File: config.mk
export PLATFORM = sky130hd
export DESIGN_NAME = ysyx_22041207_rd_arbiter
export DESIGN_NICKNAME = d
export VERILOG_FILES = /design/src/rtl/ysyx_22041207_rd_arbiter.sv
export SDC_FILE = /design/constraint.sdc
export NUM_CORES = 1
export LEC_CHECK = 0
export ABC_AREA = 1
export BUFFER_PORTS_ARGS = -buffer_cell sky130_fd_sc_hd__buf_2
export CAP_MARGIN = 25
export CORE_AREA = 4 4 162 164
export DETAILED_ROUTE_END_ITERATION = 8
export DIE_AREA = 0 0 166 168
export GPL_ROUTABILITY_DRIVEN = 1
export GPL_TIMING_DRIVEN = 1
export HOLD_SLACK_MARGIN = 0.1
export PLACE_DENSITY_LB_ADDON = 0.08
export SLEW_MARGIN = 20
export SYNTH_ARGS = -nofsm -noshare
export SYNTH_HDL_FRONTEND = slang
export SYNTH_SLANG_ARGS = --single-unit
export TNS_END_PERCENT = 5
File: constraint.sdc
create_clock -name clk -period 2.2 [get_ports clk]
set_input_delay 0.22 -clock clk [delete_from_list [all_inputs] [get_ports clk]]
set_output_delay 0.22 -clock clk [all_outputs]
set_load 0.02 [all_outputs]
File: src/rtl/ysyx_22041207_rd_arbiter.sv
// Read arbiter sharing one simple-bus read slave between MEM and IF.
// MEM has fixed priority, with a streak limit so IF cannot starve.
// A grant covers one whole transaction: the address phase, then the data phase.
// A watchdog abandons a transaction that stalls for too long.
module ysyx_22041207_rd_arbiter #(
    parameter int RW_DATA_WIDTH  = 64,
    parameter int RW_ADDR_WIDTH  = 64,
    parameter int MEM_STREAK_MAX = 4,
    parameter int TIMEOUT_CYCLES = 1024
) (
    input  logic                     clk,
    input  logic                     rst_n,

    input  logic                     mem_r_valid_i,
    output logic                     mem_r_ready_o,
    input  logic [RW_ADDR_WIDTH-1:0] mem_r_addr_i,
    input  logic [7:0]               mem_r_size_i,
    output logic [RW_DATA_WIDTH-1:0] mem_data_read_o,
    output logic                     mem_r_data_valid,
    input  logic                     mem_r_data_ready,

    input  logic                     if_r_valid_i,
    output logic                     if_r_ready_o,
    input  logic [RW_ADDR_WIDTH-1:0] if_r_addr_i,
    input  logic [7:0]               if_r_size_i,
    output logic [RW_DATA_WIDTH-1:0] if_data_read_o,
    output logic                     if_r_data_valid,
    input  logic                     if_r_data_ready,

    output logic                     s_r_valid_i,
    input  logic                     s_r_ready_o,
    output logic [RW_ADDR_WIDTH-1:0] s_r_addr_i,
    output logic [7:0]               s_r_size_i,
    input  logic [RW_DATA_WIDTH-1:0] s_data_read_o,
    input  logic                     s_r_data_valid,
    output logic                     s_r_data_ready,

    output logic                     grant_mem_o,
    output logic                     grant_if_o,
    output logic                     timeout_o
);

    localparam logic [1:0]  IDLE = 2'd0;
    localparam logic [1:0]  ADDR = 2'd1;
    localparam logic [1:0]  DATA = 2'd2;

    localparam logic [3:0]  STREAK_MAX = 4'(MEM_STREAK_MAX);
    localparam bit          WD_EN      = (TIMEOUT_CYCLES != 0);
    localparam logic [15:0] WD_LAST    = 16'(TIMEOUT_CYCLES - 1);

    typedef struct packed {
        logic                     valid;
        logic [RW_ADDR_WIDTH-1:0] addr;
        logic [7:0]               size;
        logic                     data_ready;
    } rd_req_t;

    logic [1:0]  state;
    logic        owner;      // 0: MEM, 1: IF
    logic [3:0]  streak;
    logic [15:0] wd_cnt;
    logic        gnt_mem;
    logic        gnt_if;
    logic        timeout_q;

    rd_req_t mem_req, if_req, own_req;
    logic    in_addr, in_data;
    logic    addr_hs, data_hs, withdraw, wd_expire;
    logic    pick_if, any_req;

    assign mem_req  = '{valid: mem_r_valid_i, addr: mem_r_addr_i,
                        size: mem_r_size_i, data_ready: mem_r_data_ready};
    assign if_req   = '{valid: if_r_valid_i, addr: if_r_addr_i,
                        size: if_r_size_i, data_ready: if_r_data_ready};
    assign own_req  = owner ? if_req : mem_req;

    assign in_addr  = (state == ADDR);
    assign in_data  = (state == DATA);

    assign addr_hs  = in_addr & own_req.valid & s_r_ready_o;
    assign data_hs  = in_data & s_r_data_valid & own_req.data_ready;
    assign withdraw = in_addr & ~own_req.valid;
    // Completion in the expiry cycle takes precedence over the timeout.
    assign wd_expire = WD_EN & (in_addr | in_data) & (wd_cnt == WD_LAST) & ~data_hs;

    // IF wins only when alone, or when MEM has used up its streak.
    assign any_req  = mem_r_valid_i | if_r_valid_i;
    assign pick_if  = if_r_valid_i & (~mem_r_valid_i | (streak == STREAK_MAX));

    // Route the owner's handshakes to the slave and the slave's back to the owner.
    always_comb begin
        s_r_valid_i      = in_addr & own_req.valid;
        s_r_addr_i       = in_addr ? own_req.addr : '0;
        s_r_size_i       = in_addr ? own_req.size : 8'd0;
        s_r_data_ready   = in_data & own_req.data_ready;
        mem_r_ready_o    = in_addr & ~owner & s_r_ready_o;
        if_r_ready_o     = in_addr &  owner & s_r_ready_o;
        mem_r_data_valid = in_data & ~owner & s_r_data_valid;
        if_r_data_valid  = in_data &  owner & s_r_data_valid;
        mem_data_read_o  = s_data_read_o;
        if_data_read_o   = s_data_read_o;
    end

    assign grant_mem_o = gnt_mem;
    assign grant_if_o  = gnt_if;
    assign timeout_o   = timeout_q;

    // Arbitration, transaction phase tracking, streak and watchdog.
    always_ff @(posedge clk) begin
        if (!rst_n) begin
            state     <= IDLE;
            owner     <= 1'b0;
            streak    <= 4'd0;
            wd_cnt    <= 16'd0;
            gnt_mem   <= 1'b0;
            gnt_if    <= 1'b0;
            timeout_q <= 1'b0;
        end else begin
            timeout_q <= wd_expire;
            case (state)
                IDLE: begin
                    if (any_req) begin
                        state   <= ADDR;
                        owner   <= pick_if;
                        gnt_mem <= ~pick_if;
                        gnt_if  <= pick_if;
                        wd_cnt  <= 16'd0;
                        if (pick_if || !if_r_valid_i)
                            streak <= 4'd0;
                        else if (streak < STREAK_MAX)
                            streak <= streak + 4'd1;
                    end
                end
                ADDR, DATA: begin
                    wd_cnt <= wd_cnt + 16'd1;
                    if (wd_expire || data_hs || withdraw) begin
                        state   <= IDLE;
                        gnt_mem <= 1'b0;
                        gnt_if  <= 1'b0;
                    end else if (addr_hs) begin
                        state <= DATA;
                    end
                end
                default: begin
                    state   <= IDLE;
                    gnt_mem <= 1'b0;
                    gnt_if  <= 1'b0;
                end
            endcase
        end
    end

endmodule
==> impl_metrics.py, run 1 <==
metrics = {
    "cells_and_area": {
        "final_cells": 984,
        "syn_to_final_growth_pct": 21.0,
        "n_antenna_cell": 0,
        "drive_above_1_share": 0.396,
        "layout.nets": 877,
        "nFillCells": 2958,
    },
    "worst_setup_path": {
        "end_kind": "output port",
        "timing.critical_path.cells": "inv_1 -> ha_1 -> inv_2 -> buf_4 -> a21oi_1 -> buf_2",
        "crit_slowest_cell": "a21oi_1",
        "critPathMaxStageDelay_ns": 0.38,
        "crit_fanout": 15,
        "required_ns": 1.98,
        "worstSetupPathType": "reg -> out",
        "start_kind": "flip-flop",
        "crit_arrival_ns": 1.88,
    },
    "detailed_routing": {
        "vias": 3708,
        "wl_mm": 17.6,
        "avgRoutedWirePerCell_um": 17.9,
        "ant_nets": 0,
        "viasPerCell": 3.77,
        "firstDrtPassIters": 6,
        "drc_errors": 0,
        "drt_iter0_drc": 171,
    },
    "yosys": {
        "synthesis.area_per_instance_um2": 5.90,
        "synth_nets": 787,
        "syn-cell-area_mm2": 0.00333,
        "yosys.area.top_type": "buf_4",
        "synthCells": 565,
        "ys_ff_latch": 26,
        "synthFlopType": "dfxtp_1",
        "synth_area_leaders": "buf_4 29%, nand2_1 21%, dfxtp_1 16%",
        "ys_async_sr_fraction": 0,
        "synth_edf_count": 0,
        "ys_seq_area_frac": 0.156,
        "yosys_warnings": 0,
        "yosysUniqueCellTypes": 32,
        "synth_top_area_frac": 0.288,
    },
    "clocking": {
        "clk_pin_slew_ns": 0.07,
        "cts_tree": "done",
        "ctsHoldBuffers": 0,
        "cts_buffers": 3,
        "clk_latency_ns": 0.26,
        "post_cts_buffers": 0,
        "root_buffer": "clkbuf_16",
        "h-tree-depth": 1,
        "cts_resized": 0,
        "clock-sinks": 26,
        "clockBufferDepth": 2,
    },
    "min_path": {
        "hp-class": "in -> reg",
    },
    "floorplan": {
        "dieWidth_um": 166,
        "fp.dieH_um": 168,
        "row_count": 58,
        "io_pins": 425,
        "dieArea_mm2": 0.0279,
        "fp.coreArea_mm2": 0.0249,
        "initial_utilization": 0.134,
    },
    "sta": {
        "rsz0062_at_grt": "no",
        "setup_violations": 0,
        "tightest_slew_ns": 0.449,
        "layout_setup_ws_ns": 0.103,
        "slew_violations": 0,
        "fmax_ghz": 0.477,
        "period_needed_ns": 2.10,
        "timing.final.crit_share": 0.953,
        "hold_violations": 0,
        "max_slew_margin": 0.701,
        "skew_ns": 0.00559,
        "whs_ns": 0.241,
        "final.setup.tns_ns": 0,
    },
    "placement": {
        "dp_hpwl_mm": 15.0,
        "dp.cells": 980,
        "gp_congestion": 0.796,
        "io_buffers": 232,
        "place_ws_ns": 0.373,
    },
    "run": {
        "maxCapViolCount": 0,
    },
    "pwr": {
        "p_per_area_mw_per_mm2": 649,
        "vdd_ir_drop_max_uv": 292,
        "finalPower_uw": 2620,
        "p_leak_uw": 0.00209,
    },
    "global_route": {
        "grt_max_degree": 78,
        "gr-total-overflow": 0,
        "grt_pass1_vias": 3634,
        "grt_pass1_wl_mm": 24.9,
        "antenna_found_initial": 3,
        "grtUsageTotal": 0.115,
    },
    "status": {
        "status": "completed",
    },
}
cells by family (layout without fill, tap and decap cells):
logic type / Yosys count / count (layout) / synth area share
xor+xnor: 1 / 1 / 0.00263
flops: 26 / 26 / 0.156
fa+ha+maj: 6 / 6 / 0.0225
buf+inv: 187 / 276 / 0.359
compound gates: 103 / 103 / 0.161
simple gates: 242 / 242 / 0.299
layout make-up:
class | instances | area [µm²] | area share
clock inverter | 1 | 30.0 | 0.00745
timing repair buffer | 239 | 1250 | 0.310
sequential | 26 | 522 | 0.129
clock buffer | 3 | 75.1 | 0.0186
inverter | 33 | 125 | 0.0310
multi-input combinational | 352 | 1620 | 0.401
tap | 330 | 413 | 0.102
flip-flops by register name (all words and copies together), names as in the netlist:
| signal | cells |
|---|---|
| grant_if_o | 1 |
| grant_mem_o | 1 |
| owner | 1 |
| state | 2 |
| streak | 4 |
| timeout_o | 1 |
| wd_cnt | 16 |
cells in the final DEF, fill, tap and decap left out:
cell type,n
o21a_1,1
nand2_4,1
buf_2,232
or2_1,1
o21ai_0,6
nand2_2,2
ha_1,6
inv_1,29
dfxtp_2,1
clkbuf_16,3
nor3b_1,1
nor2_2,1
dfxtp_1,25
nand2_1,184
buf_4,4
a21oi_1,90
bufinv_16,1
o211ai_1,1
xor2_1,1
nand3_2,2
a211oi_1,2
o21ai_2,1
nor2_1,23
clkinv_2,1
nor3_1,7
nand4_1,1
inv_2,3
o21bai_1,1
nor2_4,3
buf_12,3
a221oi_1,1
nand3_1,15
or2_2,1
routing by layer:
metal / routed length, µm / GRT usage / vias up
met1: 7100 / 0.139 / 1599
met5: 27 / 0.00348 / -
li1: - / - / 1835
met4: 274 / 0.0244 / 4
met2: 8330 / 0.194 / 248
met3: 1840 / 0.0463 / 22
critical path: cells and delay by family (launching register included):
| family | cells | cell delay (ns) |
|---|---|---|
| flops | 1 | 0.33 |
| fa+ha+maj | 1 | 0.18 |
| compound gates | 1 | 0.38 |
| buf+inv | 4 | 0.73 |
power breakdown:
group / total (µW) / leakage (µW) / internal, µW / switching (µW)
clock: 536 / 0.0000511 / 362 / 174
combinational: 1560 / 0.00183 / 494 / 1060
sequential: 523 / 0.000211 / 501 / 22.5
synth_stat cells (3+ instances only):
cell      count
buf_4       128
nor3_1        7
dfxtp_1      26
clkbuf_1     18
nand2_1     184
ha_1          6
buf_1         3
o21ai_0       6
nor2_4        3
nand3_1      15
buf_2         4
a21oi_1      90
nor2_1       23
inv_1        30
through the flow:
step	instance area, µm²	util
CTS	4030	0.162
detailed placement	3930	0.158
global route	4030	0.162
global placement	3930	0.158
finish	4030	0.162
floorplan	3330	-
path summary, 6_finish.rpt:
| kind | start | endpoint | slack, ns | cells after the start |
|---|---|---|---|---|
| setup / recovery | state[1] | s_r_size_i[5] | 0.10 | 6 |
| hold / removal | rst_n | state[0] | 0.24 | 3 |
| setup reg to reg | state[1] | wd_cnt[15] | 0.39 | 10 |
| hold reg to reg | wd_cnt[4] | wd_cnt[4] | 0.47 | 2 |
No activity file was read; power rests on OpenSTA's default activity.
==> run 2, diff against run 1 <==
Settings changed: CELL_PAD_IN_SITES_DETAIL_PLACEMENT set to 0, CELL_PAD_IN_SITES_GLOBAL_PLACEMENT set to 2, CORE_AREA 4 4 162 164 to unset, CORE_ASPECT_RATIO set to 1.1, CORE_MARGIN set to 4, CORE_UTILIZATION set to 13, DIE_AREA 0 0 166 168 to unset.
==> impl_metrics.py, run 2 (synthesis results as in run 1) <==
metrics = {
    "cells_and_area": {
        "syn_to_final_growth_pct": 22.0,
        "layout_commonest_cell": "buf_2",
        "seq_area_um2": 522,
        "top_regs": "wd_cnt x16, streak x4, state x2",
        "final_cell_mix": "232 x buf_2, 184 x nand2_1, 90 x a21oi_1",
        "layout.nets": 876,
        "drive_above_1_share": 0.395,
        "multi_input_area_mm2": 0.00162,
        "largest_reg_flops": 16,
        "nFillCells": 3002,
        "final_cells": 1002,
        "regMostFlops": "wd_cnt",
        "final_cell_area_mm2": 0.00407,
        "fin_util": 0.161,
    },
    "clocking": {
        "clk_latency_ns": 0.27,
        "post_cts_buffers": 0,
        "clk_pin_slew_ns": 0.07,
        "cts_tree": "done",
        "root_buffer": "clkbuf_16",
        "clockBufferDepth": 2,
        "cts_resized": 0,
        "h-tree-depth": 1,
        "clock-sinks": 26,
        "cts_buffers": 3,
        "ctsHoldBuffers": 0,
    },
    "detailed_routing": {
        "wl_met3_mm": 1.82,
        "ant_nets": 0,
        "viasPerCell": 3.73,
        "drc_errors": 0,
        "avgRoutedWirePerCell_um": 18.4,
        "vias": 3734,
        "route.met2.wl_mm": 8.42,
        "wl_mm": 18.4,
        "top_layer": "met5",
        "firstDrtPassIters": 6,
        "wl_met1_mm": 7.85,
        "drt_iter0_drc": 227,
    },
    "status": {
        "status": "completed",
    },
    "pwr": {
        "vdd_ir_drop_max_uv": 458,
        "finalPower_uw": 2620,
        "p_leak_uw": 0.00209,
        "p_per_area_mw_per_mm2": 645,
    },
    "floorplan": {
        "fp.dieH_um": 176,
        "row_count": 61,
        "initial_utilization": 0.132,
        "fp.coreArea_mm2": 0.0253,
        "dieWidth_um": 161,
        "io_pins": 425,
        "dieArea_mm2": 0.0283,
    },
    "placement": {
        "post_dp_cell_area_mm2": 0.00395,
        "gp_congestion": 0.800,
        "io_buffers": 232,
        "dp_hpwl_mm": 15.5,
        "dp.cells": 995,
    },
    "sta": {
        "period_needed_ns": 1.95,
        "timing.final.crit_share": 0.886,
        "final.setup.tns_ns": 0,
        "slew_violations": 0,
        "hold_violations": 0,
        "skew_ns": 0.00723,
        "tightest_slew_ns": 0.408,
        "fmax_ghz": 0.513,
        "max_slew_margin": 0.726,
        "rsz0062_at_grt": "no",
        "setup_violations": 0,
    },
    "worst_setup_path": {
        "end_kind": "output port",
        "required_ns": 1.98,
        "worstSetupPathType": "reg -> out",
        "reg2reg_slack_ns": 0.39,
        "crit_fanout": 51,
        "crit_arrival_ns": 1.73,
        "start_kind": "flip-flop",
    },
    "min_path": {
        "hp-class": "in -> reg",
    },
    "run": {
        "maxCapViolCount": 0,
    },
    "global_route": {
        "grtUsageTotal": 0.120,
        "gr-total-overflow": 0,
        "grt_pass1_vias": 3701,
        "antenna_found_initial": 4,
        "grt_max_degree": 78,
        "grt_pass1_wl_mm": 25.6,
    },
}
[run 2: area by class of cell]
| class | instances | share of cell area |
|---|---|---|
| clock buffer | 3 | 0.0185 |
| sequential | 26 | 0.128 |
| tap | 346 | 0.106 |
| inverter | 33 | 0.0308 |
| clock inverter | 1 | 0.00739 |
| antenna | 3 | 0.00185 |
| timing repair buffer | 238 | 0.309 |
| multi-input combinational | 352 | 0.398 |
[run 2: worst max-delay path: stages, from the launching register on]
cell	delay [ns]
dfxtp_1	0.33
inv_1	0.08
ha_1	0.18
inv_2	0.07
buf_12	0.18
a21oi_1	0.36
buf_2	0.25
[run 2: path summary, 6_finish.rpt]
path	start	to	cells after the start
setup / recovery	state[1]	s_r_addr_i[1]	6
hold / removal	rst_n	state[0]	3
setup reg to reg	state[0]	wd_cnt[13]	9
hold reg to reg	wd_cnt[4]	wd_cnt[4]	2
[run 2: metrics by stage]
stage	setup slack (ns)	hold WS (ns)
after global placement	0.394	0.440
after floorplan	0.565	0.341
after CTS	0.189	0.226
after detailed placement	0.358	0.440
final	0.250	0.233
after global routing	0.101	0.243
[run 2: layer usage]
layer | up-vias | track usage
li1 | 1836 | -
met1 | 1639 | 0.152
met2 | 224 | 0.191
met3 | 33 | 0.0434
met4 | 2 | 0.0330
met5 | - | 0
[run 2: where the power goes]
group / switching, µW / internal, µW / leakage, µW
combinational: 1060 / 492 / 0.00183
clock: 183 / 363 / 0.0000511
sequential: 23.0 / 501 / 0.000211
==> run 3, diff against run 2 <==
Settings changed: CAP_MARGIN 25 to 15, MAX_ROUTING_LAYER set to met4.
==> impl_metrics.py, run 3 (synthesis results as in run 1) <==
metrics = {
    "status": {
        "status": "completed",
    },
    "detailed_routing": {
        "ant_nets": 0,
        "wl_mm": 18.5,
        "viasPerCell": 3.72,
        "drt_iter0_drc": 197,
        "firstDrtPassIters": 4,
        "vias": 3731,
        "drc_errors": 0,
        "avgRoutedWirePerCell_um": 18.4,
    },
    "placement": {
        "gp_congestion": 0.812,
        "io_buffers": 232,
        "dp_hpwl_mm": 15.5,
    },
    "pwr": {
        "p_leak_uw": 0.00209,
        "swShare": 0.483,
        "p_per_area_mw_per_mm2": 645,
        "vdd_ir_drop_max_uv": 457,
        "p_int_uw": 1360,
        "combPwrFrac": 0.593,
        "p_switching_uw": 1270,
        "seqPwrFrac": 0.199,
        "clockPowerShare": 0.207,
    },
    "clocking": {
        "post_cts_buffers": 0,
        "cts_tree": "done",
        "clk_latency_ns": 0.27,
        "cts_resized": 0,
        "h-tree-depth": 1,
        "root_buffer": "clkbuf_16",
        "clock-sinks": 26,
        "ctsHoldBuffers": 0,
        "clockBufferDepth": 2,
        "clk_pin_slew_ns": 0.07,
        "cts_buffers": 3,
    },
    "worst_setup_path": {
        "required_ns": 1.98,
        "start_kind": "flip-flop",
        "worstSetupPathType": "reg -> out",
        "crit_arrival_ns": 1.75,
        "crit_fanout": 51,
        "end_kind": "output port",
    },
    "floorplan": {
        "dieArea_mm2": 0.0283,
        "initial_utilization": 0.132,
        "dieWidth_um": 161,
        "fp.dieH_um": 176,
        "fp.coreArea_mm2": 0.0253,
        "row_count": 61,
        "io_pins": 425,
    },
    "sta": {
        "timing.final.crit_share": 0.896,
        "skew_ns": 0.00697,
        "slew_violations": 0,
        "final.setup.tns_ns": 0,
        "hold_violations": 0,
        "fmax_ghz": 0.507,
        "period_needed_ns": 1.97,
        "max_slew_margin": 0.711,
        "rsz0062_at_grt": "no",
        "setup_violations": 0,
        "tightest_slew_ns": 0.434,
    },
    "cells_and_area": {
        "largest_reg_flops": 16,
        "final_cell_mix": "232 x buf_2, 184 x nand2_1, 90 x a21oi_1",
        "regMostFlops": "wd_cnt",
        "layout.nets": 876,
        "fin_util": 0.161,
        "drive_above_1_share": 0.395,
        "seq_area_um2": 522,
        "layout_commonest_cell": "buf_2",
        "nFillCells": 3002,
        "top_regs": "wd_cnt x16, streak x4, state x2",
        "multi_input_area_mm2": 0.00162,
        "syn_to_final_growth_pct": 22.0,
    },
    "global_route": {
        "grt_pass1_wl_mm": 25.5,
        "grtUsageTotal": 0.123,
        "gr-total-overflow": 0,
        "antenna_found_initial": 4,
        "grt_max_degree": 78,
        "grt_pass1_vias": 3714,
    },
    "min_path": {
        "hp-class": "in -> reg",
    },
    "run": {
        "maxCapViolCount": 0,
    },
}
-- run 3: changes by cell type in the layout (fill, tap and decap cells not counted), sizes merged --
cell   before  now
diode       3    4
-- run 3: path summary, 6_finish.rpt --
check	startpoint	to	slack, ns	depth (start not counted)
setup / recovery	state[1]	s_r_addr_i[1]	0.23	6
hold / removal	rst_n	state[0]	0.23	3
setup reg to reg	state[0]	wd_cnt[13]	0.37	10
hold reg to reg	wd_cnt[4]	wd_cnt[4]	0.47	2
-- run 3: final cells by class --
type	instances	area share
multi-input combinational	352	0.397
antenna	4	0.00246
inverter	33	0.0308
tap	346	0.106
clock buffer	3	0.0185
sequential	26	0.128
clock inverter	1	0.00738
timing repair buffer	238	0.309
-- run 3: metal layers --
layer  vias up  routed length (µm)  GRT usage
li1       1838                   -          -
met1      1659                8090      0.153
met2       203                8440      0.191
met3        31                1660     0.0441
met4         0                 316     0.0330
met5         -                   0          -
-- run 3: metrics by stage --
| stage | cells | setup WS [ns] | hold slack [ns] | area (µm²) | power [µW] |
|---|---|---|---|---|---|
| finish | 1003 | 0.229 | 0.231 | 4070 | 2620 |
| global route | 1003 | 0.0980 | 0.242 | 4070 | 2830 |
| CTS | 999 | 0.189 | 0.226 | 4060 | 2700 |
| detailed placement | 995 | 0.358 | 0.440 | 3950 | 2140 |
| global placement | 995 | 0.394 | 0.440 | 3950 | 2140 |
| floorplan | 565 | 0.565 | 0.341 | 3330 | 1780 |
-- run 3: power groups by stage --
stage                     Sequential, µW  Combinational, µW  Clock, µW
after floorplan                      534               1240          0
after global placement               532               1610          0
after detailed placement             534               1600          0
after CTS                            523               1610        570
after global routing                 526               1710        587
final                                524               1560        544
-- run 3: critical path: stages, from the launching register on --
cell	delay (ns)
dfxtp_1	0.33
inv_1	0.08
ha_1	0.18
inv_2	0.07
buf_12	0.19
a21oi_1	0.38
buf_2	0.25
